## src/rtl/axi_pkg.sv

```systemverilog
// AXI encodings and the initiator FSM state enum, shared with the SRAM model and the debugger.
package axi_pkg;

    localparam logic [1:0] AXI_BURST_INCR  = 2'b01;
    localparam logic [1:0] AXI_RESP_OKAY   = 2'b00;
    localparam logic [1:0] AXI_RESP_EXOKAY = 2'b01;
    localparam logic [1:0] AXI_RESP_SLVERR = 2'b10;
    localparam logic [1:0] AXI_RESP_DECERR = 2'b11;

    typedef enum logic [2:0] {
        ST_IDLE,
        ST_AWR,
        ST_WDAT,
        ST_BRSP,
        ST_ARD,
        ST_RDAT,
        ST_DONE
    } mst_state_e;

    function automatic logic [1:0] resp_max(input logic [1:0] a, input logic [1:0] b);
        return (a > b) ? a : b;
    endfunction

endpackage

```

## src/rtl/axi_beat_cnt.sv

```systemverilog
// 8-bit burst beat counter; is_last flags the beat whose index equals the latched AXI LEN.
module axi_beat_cnt (
    input  logic       CLK,
    input  logic       RSTn,
    input  logic       clr,
    input  logic       inc,
    input  logic [7:0] len,
    output logic       is_last
);

    logic [7:0] cnt;

    always_ff @(posedge CLK or negedge RSTn) begin
        if (!RSTn)    cnt <= 8'd0;
        else if (clr) cnt <= 8'd0;
        else if (inc) cnt <= cnt + 8'd1;
    end

    assign is_last = (cnt == len);

endmodule

```

## src/rtl/axi_full_mst_burst.sv

```systemverilog
// Single-outstanding AXI4 INCR-burst initiator driven by a simple command / data stream.
module axi_full_mst_burst
    import axi_pkg::*;
#(
    parameter int             DW   = 64,
    parameter int             AW   = 32,
    parameter int             IDW  = 4,
    parameter logic [IDW-1:0] TXID = '0
) (
    input  logic              CLK,
    input  logic              RSTn,
    input  logic              cmd_valid,
    output logic              cmd_ready,
    input  logic              cmd_write,
    input  logic [AW-1:0]     cmd_addr,
    input  logic [7:0]        cmd_len,
    input  logic              wd_valid,
    output logic              wd_ready,
    input  logic [DW-1:0]     wd_data,
    input  logic [DW/8-1:0]   wd_strb,
    output logic              rd_valid,
    input  logic              rd_ready,
    output logic [DW-1:0]     rd_data,
    output logic              rd_last,
    output logic              done_valid,
    output logic [1:0]        done_resp,
    output logic              done_err,
    output logic [IDW-1:0]    MEM_AWID,
    output logic [AW-1:0]     MEM_AWADDR,
    output logic [7:0]        MEM_AWLEN,
    output logic [2:0]        MEM_AWSIZE,
    output logic [1:0]        MEM_AWBURST,
    output logic              MEM_AWLOCK,
    output logic [3:0]        MEM_AWCACHE,
    output logic [2:0]        MEM_AWPROT,
    output logic [3:0]        MEM_AWQOS,
    output logic              MEM_AWVALID,
    input  logic              MEM_AWREADY,
    output logic [DW-1:0]     MEM_WDATA,
    output logic [DW/8-1:0]   MEM_WSTRB,
    output logic              MEM_WLAST,
    output logic              MEM_WVALID,
    input  logic              MEM_WREADY,
    input  logic [IDW-1:0]    MEM_BID,
    input  logic [1:0]        MEM_BRESP,
    input  logic              MEM_BVALID,
    output logic              MEM_BREADY,
    output logic [IDW-1:0]    MEM_ARID,
    output logic [AW-1:0]     MEM_ARADDR,
    output logic [7:0]        MEM_ARLEN,
    output logic [2:0]        MEM_ARSIZE,
    output logic [1:0]        MEM_ARBURST,
    output logic              MEM_ARLOCK,
    output logic [3:0]        MEM_ARCACHE,
    output logic [2:0]        MEM_ARPROT,
    output logic [3:0]        MEM_ARQOS,
    output logic              MEM_ARVALID,
    input  logic              MEM_ARREADY,
    input  logic [IDW-1:0]    MEM_RID,
    input  logic [DW-1:0]     MEM_RDATA,
    input  logic [1:0]        MEM_RRESP,
    input  logic              MEM_RLAST,
    input  logic              MEM_RVALID,
    output logic              MEM_RREADY
);

    localparam int         SB     = DW / 8;
    localparam int         AL     = $clog2(SB);
    localparam logic [2:0] AXSIZE = 3'(AL);

    mst_state_e    state;
    logic [AW-1:0] addr_q;
    logic [7:0]    len_q;
    logic          bad_q;
    logic          awvalid_q;
    logic          arvalid_q;
    logic          done_q;
    logic [1:0]    resp_q;
    logic          err_q;
    logic          is_last;
    logic          w_hs;
    logic          r_hs;
    logic [13:0]   end_off;
    logic          cmd_bad;

    // 14 bits hold the worst case 4095 + 256*16 without overflow
    always_comb begin
        end_off = 14'(cmd_addr[11:0]) + (14'(cmd_len) + 14'd1) * 14'(SB);
        cmd_bad = (end_off > 14'd4096) || (cmd_addr[AL-1:0] != '0);
    end

    assign w_hs = (state == ST_WDAT) && wd_valid && MEM_WREADY;
    assign r_hs = (state == ST_RDAT) && MEM_RVALID && rd_ready;

    axi_beat_cnt u_beat_cnt (
        .CLK     (CLK),
        .RSTn    (RSTn),
        .clr     (cmd_valid && cmd_ready),
        .inc     (w_hs || r_hs),
        .len     (len_q),
        .is_last (is_last)
    );

    assign cmd_ready  = (state == ST_IDLE);
    assign done_valid = done_q;
    assign done_resp  = resp_q;
    assign done_err   = err_q;

    assign wd_ready   = (state == ST_WDAT) && MEM_WREADY;
    assign MEM_WVALID = (state == ST_WDAT) && wd_valid;
    assign MEM_WDATA  = wd_data;
    assign MEM_WSTRB  = wd_strb;
    assign MEM_WLAST  = (state == ST_WDAT) && is_last;
    assign MEM_BREADY = (state == ST_BRSP);

    assign rd_valid   = (state == ST_RDAT) && MEM_RVALID;
    assign MEM_RREADY = (state == ST_RDAT) && rd_ready;
    assign rd_data    = MEM_RDATA;
    assign rd_last    = (state == ST_RDAT) && is_last;

    assign MEM_AWID    = TXID;
    assign MEM_AWADDR  = addr_q;
    assign MEM_AWLEN   = len_q;
    assign MEM_AWSIZE  = AXSIZE;
    assign MEM_AWBURST = AXI_BURST_INCR;
    assign MEM_AWLOCK  = 1'b0;
    assign MEM_AWCACHE = 4'd0;
    assign MEM_AWPROT  = 3'd0;
    assign MEM_AWQOS   = 4'd0;
    assign MEM_AWVALID = awvalid_q;

    assign MEM_ARID    = TXID;
    assign MEM_ARADDR  = addr_q;
    assign MEM_ARLEN   = len_q;
    assign MEM_ARSIZE  = AXSIZE;
    assign MEM_ARBURST = AXI_BURST_INCR;
    assign MEM_ARLOCK  = 1'b0;
    assign MEM_ARCACHE = 4'd0;
    assign MEM_ARPROT  = 3'd0;
    assign MEM_ARQOS   = 4'd0;
    assign MEM_ARVALID = arvalid_q;

    always_ff @(posedge CLK or negedge RSTn) begin
        if (!RSTn) begin
            state     <= ST_IDLE;
            addr_q    <= '0;
            len_q     <= 8'd0;
            bad_q     <= 1'b0;
            awvalid_q <= 1'b0;
            arvalid_q <= 1'b0;
            done_q    <= 1'b0;
            resp_q    <= AXI_RESP_OKAY;
            err_q     <= 1'b0;
        end else begin
            done_q <= 1'b0;
            case (state)
                ST_IDLE: if (cmd_valid) begin
                    addr_q <= cmd_addr;
                    len_q  <= cmd_len;
                    bad_q  <= cmd_bad;
                    resp_q <= cmd_bad ? AXI_RESP_SLVERR : AXI_RESP_OKAY;
                    err_q  <= cmd_bad;
                    // A rejected command still passes through the address state, VALID held low
                    if (cmd_write) begin
                        state     <= ST_AWR;
                        awvalid_q <= !cmd_bad;
                    end else begin
                        state     <= ST_ARD;
                        arvalid_q <= !cmd_bad;
                    end
                end
                ST_AWR: if (bad_q) begin
                    state  <= ST_DONE;
                    done_q <= 1'b1;
                end else if (MEM_AWREADY) begin
                    awvalid_q <= 1'b0;
                    state     <= ST_WDAT;
                end
                ST_WDAT: if (w_hs && is_last) state <= ST_BRSP;
                ST_BRSP: if (MEM_BVALID) begin
                    resp_q <= MEM_BRESP;
                    err_q  <= (MEM_BID != TXID);
                    state  <= ST_DONE;
                    done_q <= 1'b1;
                end
                ST_ARD: if (bad_q) begin
                    state  <= ST_DONE;
                    done_q <= 1'b1;
                end else if (MEM_ARREADY) begin
                    arvalid_q <= 1'b0;
                    state     <= ST_RDAT;
                end
                ST_RDAT: if (r_hs) begin
                    resp_q <= resp_max(resp_q, MEM_RRESP);
                    if ((MEM_RLAST != is_last) || (MEM_RID != TXID)) err_q <= 1'b1;
                    // The burst ends at len+1 beats whatever RLAST says
                    if (is_last) begin
                        state  <= ST_DONE;
                        done_q <= 1'b1;
                    end
                end
                ST_DONE: state <= ST_IDLE;
                default: state <= ST_IDLE;
            endcase
        end
    end

endmodule

```

## config.mk

```make
export PLATFORM = sky130hd
export DESIGN_NAME = axi_full_mst_burst
export DESIGN_NICKNAME = d
export VERILOG_FILES = /design/src/rtl/axi_pkg.sv /design/src/rtl/axi_beat_cnt.sv /design/src/rtl/axi_full_mst_burst.sv
export SDC_FILE = /design/constraint.sdc
export NUM_CORES = 1
export LEC_CHECK = 0
export CAP_MARGIN = 40
export CORE_AREA = 2 2 182 184
export CTS_BUF_LIST = sky130_fd_sc_hd__clkbuf_4 sky130_fd_sc_hd__clkbuf_8 sky130_fd_sc_hd__clkbuf_16
export CTS_CLUSTER_SIZE = 25
export DETAILED_ROUTE_END_ITERATION = 8
export DIE_AREA = 0 0 184 186
export DONT_BUFFER_PORTS = 1
export SYNTH_ARGS = -nofsm -noshare
export SYNTH_HDL_FRONTEND = slang
export SYNTH_SLANG_ARGS = --single-unit
```

## constraint.sdc

```tcl
create_clock -name CLK -period 4.2 [get_ports CLK]
set_input_delay 0.84 -clock CLK [delete_from_list [all_inputs] [get_ports CLK]]
set_output_delay 0.84 -clock CLK [all_outputs]
set_load 0.005 [all_outputs]
```

==> metrics.md <==
| Metric | Value |
|---|---|
| Status | `completed` |
| Leak | `1.97 nW` |
| Tightest hold margin | `0.198 ns` |
| Total routing resource utilization after global routing | `0.0880` |
| Number of cells produced by synthesis | `608` |
| Maxcap violations | `0` |
| Worst slack at placement | `1.11 ns` |
| Share of the clock period used by the worst path | `0.715` |
| H-Tree Level Count | `3` |
| Horiz. Die Dim | `184 um` |
| TritonRoute pass-1 iters | `4` |
| Cell at the root of the clock tree | `clkbuf_16` |
| Post-Synthesis Cell Area | `5000 sq um` |
| Number of clock sinks seen by CTS | `58` |
| Clk slew on worst S/H paths | `0.06 ns` |
| Antenna violations before repair | `1` |
| Final Slew Violations | `0` |
| Residual overflow from global routing | `0` |
| Final Net Count | `643` |
| Summed negative setup slack over all endpoints | `0 ns` |
| Path type of the worst min-delay path | `in -> async` |
| Syn. warnings | `0` |
| Shortest period the worst path allows | `3.00 ns` |
| Final hold vios | `0` |
| Final-layout fill cell count | `3644` |
| Final setup vio count | `0` |
| TritonCTS buffer count | `9` |
| Largest clock skew in the final design | `0.0158 ns` |
| Maximum number of pins on one net before global-route repair | `59` |
| Arrival time at the worst endpoint | `2.16 ns` |
| Syn_area_per_cell | `8.22 sq um` |
| Areal power density over the cells | `628 nW/um^2` |
| Maximum clock path buffer count | `2` |
| Worst rel slew slack | `0.549` |
| Cells after DPL | `826` |
| TritonCTS clock tree | `done` |
| Count of cell types in the netlist | `57` |
| Die height | `186 um` |
| Detailed Place HPWL | `12600 um` |
| WL/cell | `18.6 um` |
| Asr flop ratio synth | `1.00` |
| Setup slack, reg-to-reg | `1.83 ns` |
| Sequential share of the synthesized area | `0.290` |
| Fmax | `333 MHz` |
| Wirelength, routed | `15700 um` |
| Wire length of the first global-routing pass | `20700 um` |
| Vias per cell | `3.62` |
| Total I/O pin count | `472` |
| Commonest non-fill, non-tap cell in the layout | `nand2_1` |
| Final Wtd Congestion | `0.764` |
| Max VDD drop | `0.219 mV` |
| CORE AREA | `32200 sq um` |
| Initial DRC count | `118` |
| CP Data Required Time | `3.36 ns` |
| Antenna Violating Nets Remaining | `0` |
| Via count of the first global-routing pass | `2820` |
| Count of flip-flops with a built-in enable after synthesis | `0` |
| Die footprint | `34200 sq um` |
| Setup slack of the critical path after layout | `1.20 ns` |
| Element type at the critical path end | `primary output` |
| Std-Cell Rows | `66` |
| CTS resizes | `0` |
| Post-synthesis register bit count | `58` |
| Insertion delay of the later-clocked pin in the worst-skew pair | `0.34 ns` |
| Effective utilization at floorplan | `0.155` |
| Setup Crit Path Kind | `reg -> out` |
| Number of design rule violations left after detail routing | `0` |
| Most used cells in the layout excluding fill and tap cells | `nand2_1, dfrtp_1, conb_1` |
| End-of-flow core utilization | `0.133` |
| Via count of the routed design | `3046` |
| Worst setup SP type | `flop` |
| Flip-flop cell with the highest count after synthesis | `dfrtp_1` |
| Setup repair after global routing missed its margin | `no` |
| Hold buffer count at cts | `0` |
| Port-buffer cells | `0` |
| Post-CTS Setup Inserts | `0` |
| Actual transition at the worst max-transition pin | `0.671 ns` |
| Layout cells sized above 1 | `0.0762` |
| Crit path max fanout | `4` |
| Filler-free cell count of the finished design | `842` |
| Synth-to-Final Area Change | `-14.3%` |
-- cell type report --
class	instances	area, sq um	share of cell area
multi-input combinational	349	1970	0.460
sequential	58	1450	0.339
tap	408	510	0.119
clock buffer	9	225	0.0526
clock inverter	6	58.8	0.0137
timing repair buffer	3	35.0	0.00818
inverter	8	30.0	0.00701
antenna	1	2.50	0.000584
-- final timing paths --
check                          startpoint              to  cells past startpoint
max                          MEM_ARLEN[7]       MEM_WLAST                      4
min                                  RSTn  MEM_ARADDR[13]                      0
max reg2reg                      state[0]        state[2]                      5
min reg2reg                MEM_ARADDR[14]  MEM_ARADDR[14]                      2
max in group asynchronous            RSTn   MEM_ARADDR[8]                      0
min in group CLK           MEM_ARADDR[14]  MEM_ARADDR[14]                      2
-- flip-flops by register name (all words and copies together) (netlist names) --
name / count
MEM_ARVALID: 1
MEM_AWVALID: 1
bad_q: 1
MEM_ARADDR: 32
done_resp: 2
state: 3
MEM_ARLEN: 8
done_err: 1
done_valid: 1
u_beat_cnt.cnt: 8
-- stage by stage --
step           total power, W  cell area [sq um]
4_1_cts               0.00276               4280
2_1_floorplan         0.00205               5150
3_3_place_gp          0.00195               3980
6_report              0.00269               4280
5_1_grt               0.00293               4280
3_5_place_dp          0.00199               4000
-- routing by layer --
metal,part of all wire,GRT usage,vias up
li1,-,-,1365
met1,0.35,0.0893,1428
met4,0.044,0.0566,0
met2,0.47,0.136,188
met3,0.13,0.0548,65
met5,0,0,-
-- power by group --
group	leakage, nW	switching (W)	internal, W
clock	0.145	0.000286	0.000452
sequential	0.727	0.000389	0.000788
combinational	1.09	0.000458	0.000316
-- cell usage after synthesis (3+ instances only) --
cell type / instances / area (sq um)
a32oi_1: 3 / 26.3
nor3_1: 4 / 20.0
clkbuf_1: 6 / 22.5
inv_1: 8 / 30.0
xor2_1: 14 / 123
a21oi_1: 12 / 60.1
o21a_1: 3 / 22.5
buf_2: 8 / 40.0
o21ai_0: 8 / 40.0
buf_4: 218 / 1640
nand4_1: 3 / 18.8
a21boi_0: 3 / 22.5
nor2_1: 23 / 86.3
o31ai_1: 3 / 22.5
nor4_1: 3 / 18.8
and2_1: 5 / 31.3
nand3_1: 5 / 25.0
a31oi_1: 3 / 18.8
xnor2_1: 13 / 114
nand2_1: 129 / 484
o211ai_1: 3 / 22.5
or3_1: 3 / 18.8
ha_1: 13 / 163
dfrtp_1: 58 / 1450
and3_1: 8 / 50.1
a211oi_1: 3 / 22.5
a21o_1: 5 / 37.5
-- kinds of logic (layout without fill, tap and decap cells) --
group           after synthesis  after routing  synth area share
mux                           2              2           0.00401
other cells                   2             43           0.00150
buf+inv                     241             26             0.347
fa+ha+maj                    14             14            0.0365
simple gates                202            202             0.184
xor+xnor                     27             27            0.0473
flops                        58             58             0.290
compound gates               62             62            0.0894
-- critical path, cell delays in order (launching register included) --
cell and delay (ns):
dfrtp_1 0.48, xor2_1 0.22, nor4_2 0.56, nand2_1 0.30, nor2_1 0.27
(Power assumes the default switching activity.)
